`src/rtl/pipe_hazard_ctrl_pkg.sv`:
```
`default_nettype none
// ============================================================================
//  Module   : pipe_hazard_ctrl_pkg
//  Purpose  : Shared constants and state encoding for the IF/ID hazard
//             controller.
//  Revision : 1.0 - initial release
// ============================================================================
package pipe_hazard_ctrl_pkg;

  // Opcode carried by a bubble (flushed) instruction in IF/ID
  localparam logic [5:0]  BUBBLE_OP   = 6'b111111;
  // Full instruction word IF/ID loads on a flush
  localparam logic [31:0] BUBBLE_INST = 32'hFC00_0000;

  // Controller state: normal flow, memory freeze, deferred redirect issue
  typedef enum logic [1:0] {
    ST_RUN      = 2'd0,
    ST_FREEZE   = 2'd1,
    ST_REDIRECT = 2'd2
  } state_e;

endpackage : pipe_hazard_ctrl_pkg
`default_nettype wire

```
`src/rtl/pipe_hazard_ctrl_hazard_detect.sv`:
```
`default_nettype none
// ============================================================================
//  Module   : hazard_detect
//  Purpose  : Combinational load-use compare between the load in EX and the
//             source registers of the instruction in ID.
//  Revision : 1.0 - initial release
// ============================================================================
module hazard_detect
  import pipe_hazard_ctrl_pkg::*;
(
  input  logic [5:0] id_op_i,
  input  logic [4:0] id_rs_i,
  input  logic [4:0] id_rt_i,
  input  logic       id_uses_rt_i,
  input  logic       ex_memread_i,
  input  logic [4:0] ex_rt_i,
  output logic       load_use_o
);

  // Register 0 never carries a dependency and a bubble in ID reads nothing;
  // rt only matters when the ID instruction actually sources it.
  assign load_use_o = ex_memread_i
                    && (ex_rt_i != 5'd0)
                    && (id_op_i != BUBBLE_OP)
                    && ((ex_rt_i == id_rs_i) || (id_uses_rt_i && (ex_rt_i == id_rt_i)));

endmodule : hazard_detect
`default_nettype wire

```
`src/rtl/pipe_hazard_ctrl.sv`:
```
`default_nettype none
// ============================================================================
//  Module   : pipe_hazard_ctrl
//  Purpose  : Sequences the IF/ID register and PC: hold, flush, PC write,
//             PC redirect and ID/EX bubble from load-use, taken branch/jump
//             and data-memory-busy events. Redirects seen during a memory
//             freeze are deferred and issued once the freeze ends.
//  Revision : 1.0 - initial release
// ============================================================================
module pipe_hazard_ctrl
  import pipe_hazard_ctrl_pkg::*;
#(
  parameter int MAX_WAIT = 64,
  parameter int CNT_W    = 16
) (
  input  logic              clk_i,
  input  logic              rst_i,
  input  logic [5:0]        id_op_i,
  input  logic [4:0]        id_rs_i,
  input  logic [4:0]        id_rt_i,
  input  logic              id_uses_rt_i,
  input  logic              ex_memread_i,
  input  logic [4:0]        ex_rt_i,
  input  logic              redirect_i,
  input  logic [31:0]       target_i,
  input  logic              mem_busy_i,
  output logic              pc_write_o,
  output logic              ifid_hold_o,
  output logic              ifid_flush_o,
  output logic              idex_bubble_o,
  output logic              pc_redirect_o,
  output logic [31:0]       pc_target_o,
  output logic [CNT_W-1:0]  stall_cnt_o,
  output logic              timeout_o
);

  // Wide enough to hold MAX_WAIT so the saturated value still trips timeout
  localparam int                WAIT_W    = $clog2(MAX_WAIT + 1);
  localparam logic [WAIT_W-1:0] WAIT_LAST = WAIT_W'(MAX_WAIT - 1);

  state_e             state_q, state_d;
  logic               pend_q, pend_d;
  logic [31:0]        tgt_q, tgt_d;
  logic [WAIT_W-1:0]  wait_cnt_q;
  logic [CNT_W-1:0]   stall_cnt_q;
  logic               timeout_q;

  logic               w_load_use;
  logic               w_hold;
  logic               w_flush;
  logic               w_bubble;
  logic               w_pc_write;
  logic               w_redirect;
  logic [31:0]        w_target;

  hazard_detect u_hazard_detect (
    .id_op_i      (id_op_i),
    .id_rs_i      (id_rs_i),
    .id_rt_i      (id_rt_i),
    .id_uses_rt_i (id_uses_rt_i),
    .ex_memread_i (ex_memread_i),
    .ex_rt_i      (ex_rt_i),
    .load_use_o   (w_load_use)
  );

  // Same-cycle control decode and next-state/pending-redirect selection
  always_comb begin
    w_hold     = 1'b0;
    w_flush    = 1'b0;
    w_bubble   = 1'b0;
    w_pc_write = 1'b0;
    w_redirect = 1'b0;
    w_target   = 32'd0;
    state_d    = state_q;
    pend_d     = pend_q;
    tgt_d      = tgt_q;
    case (state_q)
      // RUN and FREEZE share rules: any busy cycle freezes, and the cycle
      // in which busy drops is decoded with the normal-flow priorities.
      ST_RUN, ST_FREEZE: begin
        if (mem_busy_i) begin
          w_hold  = 1'b1;
          state_d = ST_FREEZE;
          // Oldest redirect wins; later ones come from the wrong path
          if (redirect_i && !pend_q) begin
            pend_d = 1'b1;
            tgt_d  = target_i;
          end
        end else begin
          state_d = (state_q == ST_FREEZE && pend_q) ? ST_REDIRECT : ST_RUN;
          // A pending redirect is older than anything decoded now
          if (redirect_i && !pend_q) begin
            w_flush    = 1'b1;
            w_redirect = 1'b1;
            w_target   = target_i;
            w_pc_write = 1'b1;
          end else if (w_load_use) begin
            w_hold   = 1'b1;
            w_bubble = 1'b1;
          end else begin
            w_pc_write = 1'b1;
          end
        end
      end
      ST_REDIRECT: begin
        if (mem_busy_i) begin
          w_hold  = 1'b1;
          state_d = ST_FREEZE;
        end else begin
          w_flush    = 1'b1;
          w_redirect = 1'b1;
          w_target   = tgt_q;
          w_pc_write = 1'b1;
          pend_d     = 1'b0;
          state_d    = ST_RUN;
        end
      end
      default: begin
        state_d = ST_RUN;
        pend_d  = 1'b0;
      end
    endcase
  end

  // State, pending redirect, freeze length, hold statistics and timeout flag
  always_ff @(posedge clk_i or posedge rst_i) begin
    if (rst_i) begin
      state_q     <= ST_RUN;
      pend_q      <= 1'b0;
      tgt_q       <= 32'd0;
      wait_cnt_q  <= '0;
      stall_cnt_q <= '0;
      timeout_q   <= 1'b0;
    end else begin
      state_q <= state_d;
      pend_q  <= pend_d;
      tgt_q   <= tgt_d;
      // Timeout latches at the end of the MAX_WAIT-th consecutive busy cycle
      if (mem_busy_i) begin
        if (wait_cnt_q != '1) begin
          wait_cnt_q <= wait_cnt_q + WAIT_W'(1);
        end
        if (wait_cnt_q >= WAIT_LAST) begin
          timeout_q <= 1'b1;
        end
      end else begin
        wait_cnt_q <= '0;
      end
      if (w_hold && (stall_cnt_q != '1)) begin
        stall_cnt_q <= stall_cnt_q + CNT_W'(1);
      end
    end
  end

  // Reset forces every control line quiet even though RUN would enable PC
  assign pc_write_o    = w_pc_write & ~rst_i;
  assign ifid_hold_o   = w_hold     & ~rst_i;
  assign ifid_flush_o  = w_flush    & ~rst_i;
  assign idex_bubble_o = w_bubble   & ~rst_i;
  assign pc_redirect_o = w_redirect & ~rst_i;
  assign pc_target_o   = rst_i ? 32'd0 : w_target;
  assign stall_cnt_o   = stall_cnt_q;
  assign timeout_o     = timeout_q;

endmodule : pipe_hazard_ctrl
`default_nettype wire

```
`config.mk`:
```
export PLATFORM = sky130hd
export DESIGN_NAME = pipe_hazard_ctrl
export DESIGN_NICKNAME = d
export VERILOG_FILES = /design/src/rtl/pipe_hazard_ctrl_pkg.sv /design/src/rtl/pipe_hazard_ctrl_hazard_detect.sv /design/src/rtl/pipe_hazard_ctrl.sv
export SDC_FILE = /design/constraint.sdc
export NUM_CORES = 1
export LEC_CHECK = 0
export ABC_AREA = 1
export CORE_UTILIZATION = 50
export DETAILED_ROUTE_END_ITERATION = 12
export DONT_BUFFER_PORTS = 1
export PLACE_DENSITY = 0.76
export SYNTH_ARGS = -nofsm -noshare
export SYNTH_HDL_FRONTEND = slang
export SYNTH_SLANG_ARGS = --single-unit
```
`constraint.sdc`:
```
create_clock -name clk_i -period 3.1 [get_ports clk_i]
set_input_delay 0.62 -clock clk_i [delete_from_list [all_inputs] [get_ports clk_i]]
set_output_delay 0.62 -clock clk_i [all_outputs]
set_load 0.01 [all_outputs]
```
==> reports/qor.csv, run 1 <==
stage;metric;value;unit
run_status;outcome;completed;
timing;fmax;0.396;GHz
final_layout;syn2layout_area_growth;8.08;%
final_layout;final_cell_mix;91 x nand2_1, 77 x nand3_1, 59 x dfrtp_1;
pwr;power.density;666;mW/mm^2
worst_hold_path;hold_path.class;input pin to async pin;
clocking;htree_levels;3;
pwr;total_power;2540;uW
clocking;clkTransAtPathRegs;70;ps
synth;ys_warn_count;0;
detailed_routing;dr_total_vias;3073;
clocking;insertion_delay;340;ps
timing;drv_slew;0;
setup_path;rrSetupSlack;1110;ps
setup_path;worst_ep_arrival_time;1900;ps
detailed_routing;wirelength;8260;um
global_route;grt_pass1_vias;2950;
final_layout;fillers;634;
pwr;ir_drop;0.494;mV
setup_path;path_class;flop to primary output;
detailed_routing;via_per_inst;5.72;
floorplanning;fp.dieH;86.0;um
detailed_routing;drt-pass1-iter-count;4;
synth;ys_ff_latch;59;
pwr;leakage;0.00171;uW
final_layout;final_common_cell;nand2_1;
setup_path;cp_max_fo;25;
synth;syn-num-nets;504;
detailed_routing;drt-initial-drc-count;152;
detailed_routing;post-route-drc-count;0;
timing;worst_pin_slew;534;ps
global_route;antenna_found_initial;0;
clocking;cts_buffer_depth;2;
setup_path;cp-start-kind;flop;
floorplanning;dieWidth;86.0;um
global_route;grt_max_degree;38;
final_layout;final_util;56.2;%
floorplanning;boundaryPins;113;
final_layout;nets;497;
final_layout;drive_gt1_share;11.6;%
floorplanning;die_area;0.00740;mm^2
clocking;ctsHoldBuffers;0;
clocking;post_cts_buffers;0;
placed_design;dpl_cell_area;0.00360;mm^2
synth;synthCells;443;
timing;setup_viol;0;
detailed_routing;routedWlPerCell;15.4;um
final_layout;diodes;0;
placed_design;portBuffers;0;
floorplanning;start_util;52.0;%
setup_path;endpoint_kind;primary output;
timing;post-route-period-util;81.4;%
detailed_routing;ant_nets;0;
floorplanning;rows;30;
timing;slew_headroom;64.5;%
clocking;tritoncts;built;
global_route;grt-ovfl-total;0;
setup_path;crit_required;2480;ps
synth;synth_cell_types;32;
global_route;grt_usage;23.0;%
timing;tns;0;ps
global_route;grt_pass1_wl;13300;um
clocking;root_buffer;clkbuf_8;
final_layout;postLayoutCellArea;0.00381;mm^2
timing;rsz0062_at_grt;no;
timing;final-hold-violation-count;0;
synth;synth_area;0.00353;mm^2
placed_design;gp_congestion;0.794;
timing;min_period;2520;ps
floorplanning;core;0.00679;mm^2
clocking;cts_made_buffers;9;
timing;finClkSkew;7.15;ps
clocking;cts.sinks;59;
placed_design;dp_hpwl;5700;um
clocking;cts_resized;0;
synth;synth_area_per_cell;7.97;um^2
synth;seq_area_frac_synth;41.8;%
flow_run;max_cap_violations;0;
## worst max-delay path, stage by stage (launching register included)
cell     delay (ps)
dfrtp_1         420
inv_2            80
nor2_2          310
buf_4           340
nand3_1         120
a21oi_1         300
## where the power goes
part	internal [uW]	switching [uW]	leakage, uW
Combinational	245	309	0.000867
Sequential	1030	194	0.000741
Clock	449	318	0.000101
## sequential cells by signal (all words and copies together) (netlist names)
register and count:
tgt_q 32, stall_cnt_o 16, wait_cnt_q 7, state_q 2, pend_q 1, timeout_o 1
## stage by stage
step | setup slack [ps] | std cells | hold slack [ps]
6_report | 576 | 537 | 129
5_1_grt | 404 | 537 | 126
4_1_cts | 559 | 537 | 118
3_5_place_dp | 743 | 521 | 484
3_3_place_gp | 782 | 521 | 474
2_1_floorplan | 604 | 443 | 460
## path summary, 6_finish.rpt
check | startpoint | to | depth (start not counted)
max in group asynchronous | rst_i | stall_cnt_o[0] | 2
setup / recovery | state_q[1] | pc_target_o[17] | 5
hold reg to reg | tgt_q[7] | tgt_q[7] | 1
hold / removal | rst_i | tgt_q[17] | 1
min in group clk_i | target_i[29] | tgt_q[29] | 2
setup reg to reg | stall_cnt_o[0] | stall_cnt_o[9] | 9
## cell usage after synthesis (all sizes together)
library cell  count  area [um^2]
nand2            94          365
nand3            80          423
dfrtp            59         1480
a21oi            40          200
inv              35          131
mux2             29          327
nor2             25          104
nand4            22          138
clkbuf           14         52.6
buf              13         71.3
xor2             10         87.6
o21ai             8         40.0
nor3              5         36.3
xnor2             3         26.3
ha                2         25.0
a211o             1         8.76
a31oi             1         6.26
clkinv            1         3.75
nor3b             1         7.51
## cells by family after synthesis
logic type	Yosys count	share of synthesized area, %
flops	59	41.8
compound gates	50	7.23
buf+inv	63	7.34
simple gates	227	30.4
xor+xnor	13	3.23
fa+ha+maj	2	0.709
mux	29	9.25
## area by class of cell
cell class	instances	area [um^2]	area share [%]
Sequential cell	59	1480	38.7
Clock inverter	7	92.6	2.43
Inverter	36	135	3.54
Tap cell	96	120	3.15
Multi-Input combinational cell	321	1800	47.2
Clock buffer	9	124	3.25
Timing Repair Buffer	9	67.6	1.77
## layer usage
layer	routed length [um]	vias to the layer above	GRT usage, %
met5	0	-	0
met4	107	0	5.61
met3	610	9	7.99
met2	4090	112	40.2
met1	3440	1471	27.2
li1	-	1481	-
(Power assumes the default switching activity.)
==> run 2, diff against run 1 <==
Clock period 3.1 ns to 2.4 ns, I/O delays scaled along.
==> reports/qor.csv, run 2 (synthesis gave the netlist of run 1 again) <==
stage;metric;value;unit;change
run_status;outcome;completed;;unchanged
detailed_routing;wirelength;8110;um;was 8260 um
clocking;post_cts_buffers;0;;unchanged
setup_path;rr_worst_depth;6;;was 9
detailed_routing;dr_total_vias;3022;;was 3,073
timing;finClkSkew;6.27;ps;was 7.15 ps
final_layout;syn2layout_area_growth;9.32;%;was 8.08%
global_route;grt_max_degree;60;;was 38
clocking;tritoncts;built;;unchanged
final_layout;postLayoutCellArea;0.00386;mm^2;was 0.00381 mm^2
timing;post-route-period-util;94.5;%;
detailed_routing;drt-initial-drc-count;191;;was 152
detailed_routing;post-route-drc-count;0;;unchanged
final_layout;diodes;0;;unchanged
floorplanning;dieWidth;86.0;um;unchanged
setup_path;path_class;flop to primary output;;unchanged
floorplanning;core;0.00679;mm^2;unchanged
clocking;root_buffer;clkbuf_8;;unchanged
timing;setup_viol;0;;unchanged
timing;final-hold-violation-count;0;;unchanged
pwr;leakage;0.00174;uW;was 0.00171 uW
detailed_routing;drt-pass1-iter-count;5;;was 4
setup_path;worst_ep_arrival_time;1790;ps;was 1900 ps
floorplanning;boundaryPins;113;;unchanged
detailed_routing;routedWlPerCell;15.1;um;was 15.4 um
setup_path;crit_required;1920;ps;was 2480 ps
pwr;ir_drop;0.629;mV;was 0.494 mV
global_route;grt_usage;22.3;%;was 23.0%
final_layout;final_common_cell;nand2_1;;unchanged
timing;tns;0;ps;unchanged
placed_design;gp_congestion;0.832;;was 0.794
floorplanning;rows;30;;unchanged
timing;rsz0062_at_grt;no;;unchanged
detailed_routing;ant_nets;0;;unchanged
timing;worst_pin_slew;510;ps;was 534 ps
global_route;grt-ovfl-total;0;;unchanged
timing;slew_headroom;65.8;%;was 64.5%
placed_design;portBuffers;0;;unchanged
global_route;antenna_found_initial;0;;unchanged
setup_path;endpoint_kind;primary output;;unchanged
final_layout;largest_register_ffs;32;;unchanged
setup_path;worst_r2r_startpoint;pend_q;;was stall_cnt_o[0]
placed_design;dpl_cell_area;0.00363;mm^2;was 0.00360 mm^2
final_layout;drive_gt1_share;12.0;%;was 11.6%
setup_path;cp_max_fo;34;;was 25
clocking;cts_made_buffers;9;;unchanged
final_layout;fillers;616;;was 634
setup_path;r2r_end;tgt_q[21];;was stall_cnt_o[9]
clocking;cts_buffer_depth;2;;unchanged
setup_path;rrSetupSlack;410;ps;was 1110 ps
clocking;clkTransAtPathRegs;70;ps;about the same
global_route;grt_pass1_wl;13000;um;was 13,300 um
clocking;htree_levels;3;;unchanged
placed_design;dp_hpwl;5580;um;was 5700 um
clocking;insertion_delay;330;ps;was 340 ps
timing;drv_slew;0;;unchanged
flow_run;max_cap_violations;0;;unchanged
final_layout;largest_register;tgt_q;;unchanged
floorplanning;start_util;52.0;%;unchanged
setup_path;cp-start-kind;flop;;unchanged
detailed_routing;via_per_inst;5.61;;was 5.72
final_layout;nets;499;;was 497
floorplanning;fp.dieH;86.0;um;unchanged
pwr;power.density;861;mW/mm^2;was 666 mW/mm^2
timing;fmax;0.441;GHz;
global_route;grt_pass1_vias;2830;;was 2,950
floorplanning;die_area;0.00740;mm^2;unchanged
final_layout;final_cell_mix;91 x nand2_1, 77 x nand3_1, 59 x dfrtp_1;;unchanged
clocking;cts.sinks;59;;unchanged
worst_hold_path;hold_path.class;input pin to async pin;;unchanged
timing;min_period;2270;ps;
-- run 2: changes by cell type in the layout (fill, tap and decap cells not counted) --
cell	before	now
clkinvlp_4	3	0
clkbuf_8	9	11
clkinv_2	2	4
buf_12	0	1
buf_4	9	10
inv_2	7	6
nor2_2	3	2
nor2_4	1	2
-- run 2: area by class of cell --
class,count,area [um^2],area share [%]
Clock inverter,5,75.1,1.95
Inverter,36,136,3.53
Timing Repair Buffer,11,95.1,2.46
Tap cell,96,120,3.11
Multi-Input combinational cell,321,1800,46.8
Sequential cell,59,1480,38.3
Clock buffer,11,151,3.92
-- run 2: stage by stage --
step	setup WS (ps)	cells	util, %	power, uW	hold slack [ps]
2_1_floorplan	53.6	443	-	2140	460
3_3_place_gp	460	523	53.4	2260	461
3_5_place_dp	401	523	53.4	2320	461
4_1_cts	46.4	539	56.7	3350	95.4
5_1_grt	36.0	539	56.8	3520	113
6_report	132	539	56.8	3320	97.9
-- run 2: metal layers --
layer | track usage [%] | part of all wire (%) | up-vias
li1 | - | - | 1482
met1 | 27.4 | 43 | 1412
met2 | 38.1 | 49 | 112
met3 | 4.91 | 6.5 | 16
met4 | 9.09 | 1.7 | 0
met5 | 0 | 0 | -
-- run 2: where the power goes --
part	switching (uW)	internal [uW]
Combinational	408	323
Clock	383	636
Sequential	243	1330
Total	1030	2290
-- run 2: worst max-delay path by stage --
stage / endpoint / cells after the start / slack, ps / start
4_1_cts: pc_target_o[1] / 6 / 50 / pend_q
3_3_place_gp: pc_target_o[31] / 5 / 460 / redirect_i
6_report: idex_bubble_o / 4 / 130 / state_q[1]
3_5_place_dp: pc_target_o[1] / 5 / 400 / redirect_i
5_1_grt: pc_target_o[5] / 6 / 40 / pend_q
2_1_floorplan: pend_q / 3 / 50 / rst_i
-- run 2: timing repair --
action / in CTS / in global routing
setup endpoints to repair: 0 / 10
resized for setup: 0 / 2
hold buffers: 0 / 0
-- run 2: critical path, cell delays in order, from the launching register on --
cell and delay (ps):
dfrtp_1 430, nor2_2 120, buf_4 340, inv_1 120, nor3_1 460
==> run 3, diff against run 2 <==
Settings changed: CELL_PAD_IN_SITES_DETAIL_PLACEMENT from default to 1, CELL_PAD_IN_SITES_GLOBAL_PLACEMENT from default to 1, CORE_UTILIZATION 50 to 46, PLACE_DENSITY 0.76 to 0.91, SLEW_MARGIN from default to 10.
==> reports/qor.csv, run 3 (synthesis gave the netlist of run 1 again) <==
stage;metric;value;unit;change
floorplanning;core;0.00733;mm^2;was 0.00679 mm^2
timing;rsz0062_at_grt;no;;unchanged
pwr;power.density;867;mW/mm^2;was 861 mW/mm^2
detailed_routing;via_per_inst;5.87;;was 5.61
setup_path;path_cells;inv_2 -> nor2_2 -> buf_4 -> nand2_1 -> a21oi_1 -> buf_4;;was nor2_2 -> buf_4 -> inv_1 -> nor3_1
timing;post-route-period-util;94.4;%;was 94.5%
timing;drv_slew;0;;unchanged
final_layout;drive_gt1_share;11.8;%;was 12.0%
setup_path;max_stage_delay;430;ps;was 460 ps
setup_path;endpoint_kind;primary output;;unchanged
clocking;tritoncts;built;;unchanged
final_layout;largest_register;tgt_q;;unchanged
final_layout;fin_cells;541;;was 539
floorplanning;die_area;0.00803;mm^2;was 0.00740 mm^2
detailed_routing;post-route-drc-count;0;;unchanged
worst_hold_path;hold_path.class;input pin to async pin;;unchanged
setup_path;cp-start-kind;flop;;unchanged
run_status;outcome;completed;;unchanged
floorplanning;dieWidth;89.6;um;was 86.0 um
final_layout;largest_register_ffs;32;;unchanged
clocking;cts_made_buffers;9;;unchanged
placed_design;dp_hpwl;6760;um;was 5580 um
clocking;insertion_delay;340;ps;was 330 ps
detailed_routing;drt-pass1-iter-count;4;;was 5
clocking;clkTransAtPathRegs;70;ps;about the same
setup_path;rr_worst_depth;9;;was 6
placed_design;portBuffers;0;;unchanged
setup_path;slowest_stage;dfrtp_1;;was nor3_1
floorplanning;boundaryPins;113;;unchanged
global_route;antenna_found_initial;0;;unchanged
detailed_routing;ant_nets;0;;unchanged
timing;min_period;2260;ps;was 2270 ps
global_route;grt_max_degree;38;;was 60
timing;fmax;0.442;GHz;was 0.441 GHz
floorplanning;fp.dieH;89.6;um;was 86.0 um
clocking;root_buffer;clkbuf_8;;unchanged
placed_design;place_ws;406;ps;was 401 ps
placed_design;place_inst;526;;was 523
setup_path;path_class;flop to primary output;;unchanged
setup_path;crit_required;1920;ps;about the same
global_route;grt_pass1_wl;15300;um;was 13,000 um
setup_path;cp_max_fo;33;;was 34
timing;tns;0;ps;unchanged
clocking;cts.sinks;59;;unchanged
detailed_routing;dr_total_vias;3176;;was 3,022
setup_path;worst_r2r_startpoint;stall_cnt_o[0];;was pend_q
timing;setup_viol;0;;unchanged
global_route;grt_pass1_vias;3175;;was 2,830
detailed_routing;routedWlPerCell;18.2;um;was 15.1 um
clocking;cts_buffer_depth;2;;unchanged
setup_path;rrSetupSlack;360;ps;was 410 ps
floorplanning;rows;31;;was 30
pwr;leakage;0.00174;uW;about the same
final_layout;final_common_cell;nand2_1;;unchanged
flow_run;max_cap_violations;0;;unchanged
clocking;htree_levels;3;;unchanged
global_route;grt-ovfl-total;0;;unchanged
detailed_routing;drt-initial-drc-count;138;;was 191
final_layout;final_cell_mix;91 x nand2_1, 77 x nand3_1, 59 x dfrtp_1;;unchanged
timing;worst_pin_slew;650;ps;was 510 ps
final_layout;syn2layout_area_growth;9.32;%;unchanged
setup_path;cp_common_cell;buf_4;;
setup_path;r2r_end;stall_cnt_o[0];;was tgt_q[21]
pwr;ir_drop;0.518;mV;was 0.629 mV
timing;post-route-worst-setup-slack;135;ps;was 132 ps
timing;final-hold-violation-count;0;;unchanged
setup_path;worst_ep_arrival_time;1780;ps;was 1790 ps
detailed_routing;wirelength;9850;um;was 8110 um
placed_design;gp_congestion;0.774;;was 0.832
floorplanning;start_util;48.1;%;was 52.0%
final_layout;diodes;0;;unchanged
timing;slew_headroom;56.6;%;was 65.8%
clocking;ctsHoldBuffers;0;;unchanged
timing;finClkSkew;7.55;ps;was 6.27 ps
global_route;grt_usage;25.0;%;was 22.3%
final_layout;nets;499;;unchanged
## run 3: changes by cell type in the layout (fill, tap and decap cells not counted), sizes merged
cell / before / now
clkbuf: 11 / 10
clkinv: 5 / 4
clkinvlp: 0 / 1
## run 3: metal layers
| metal | GRT usage (%) | share of wire (%) | routed length (um) | up-vias |
|---|---|---|---|---|
| li1 | - | - | - | 1485 |
| met1 | 31.1 | 42 | 4120 | 1600 |
| met2 | 42.3 | 50 | 4970 | 81 |
| met3 | 8.23 | 6.8 | 672 | 10 |
| met4 | 5.92 | 0.94 | 93 | 0 |
| met5 | 0 | 0 | 0 | - |
## run 3: how the worst max path moves through the flow
stage	from	endpoint	cells past startpoint
2_1_floorplan	rst_i	pend_q	3
3_3_place_gp	mem_busy_i	pc_target_o[11]	4
3_5_place_dp	mem_busy_i	pc_target_o[11]	4
4_1_cts	pend_q	pc_target_o[19]	5
5_1_grt	state_q[1]	ifid_flush_o	6
6_report	state_q[1]	pc_redirect_o	6
## run 3: final cells by class
type                       instances  area, um^2
clock buffer                      10         138
clock inverter                     5        77.6
fill                             899        3470
inverter                          36         136
multi-input combinational        321        1800
sequential                        59        1480
tap                               99         124
timing repair buffer              11         108
## run 3: power by group
| part | leakage [uW] | switching [uW] | internal, uW | total [uW] |
|---|---|---|---|---|
| clock network | 0.000108 | 403 | 603 | 1010 |
| registers | 0.000741 | 253 | 1330 | 1580 |
| logic | 0.000886 | 436 | 325 | 760 |
## run 3: per-stage QoR
stage | utilization, % | hold slack (ps) | power (uW) | cell area [um^2]
5_1_grt | 52.6 | 168 | 3530 | 3860
3_3_place_gp | 49.7 | 473 | 2270 | 3640
6_report | 52.6 | 122 | 3350 | 3860
3_5_place_dp | 49.7 | 485 | 2360 | 3640
2_1_floorplan | - | 460 | 2140 | 3530
4_1_cts | 52.6 | 123 | 3380 | 3860
## run 3: critical path: cells and delay by family, from the launching register on
kind | cells | cell delay (ps)
AND/OR/NAND/NOR | 2 | 210
buffers and inverters | 3 | 580
AO/OA/AOI/OAI | 1 | 220
flip-flops | 1 | 430
## run 3: what timing repair did
item,CTS,global route
buffers inserted,0,0
resized for setup,0,1
endpoints found under the setup margin,0,13
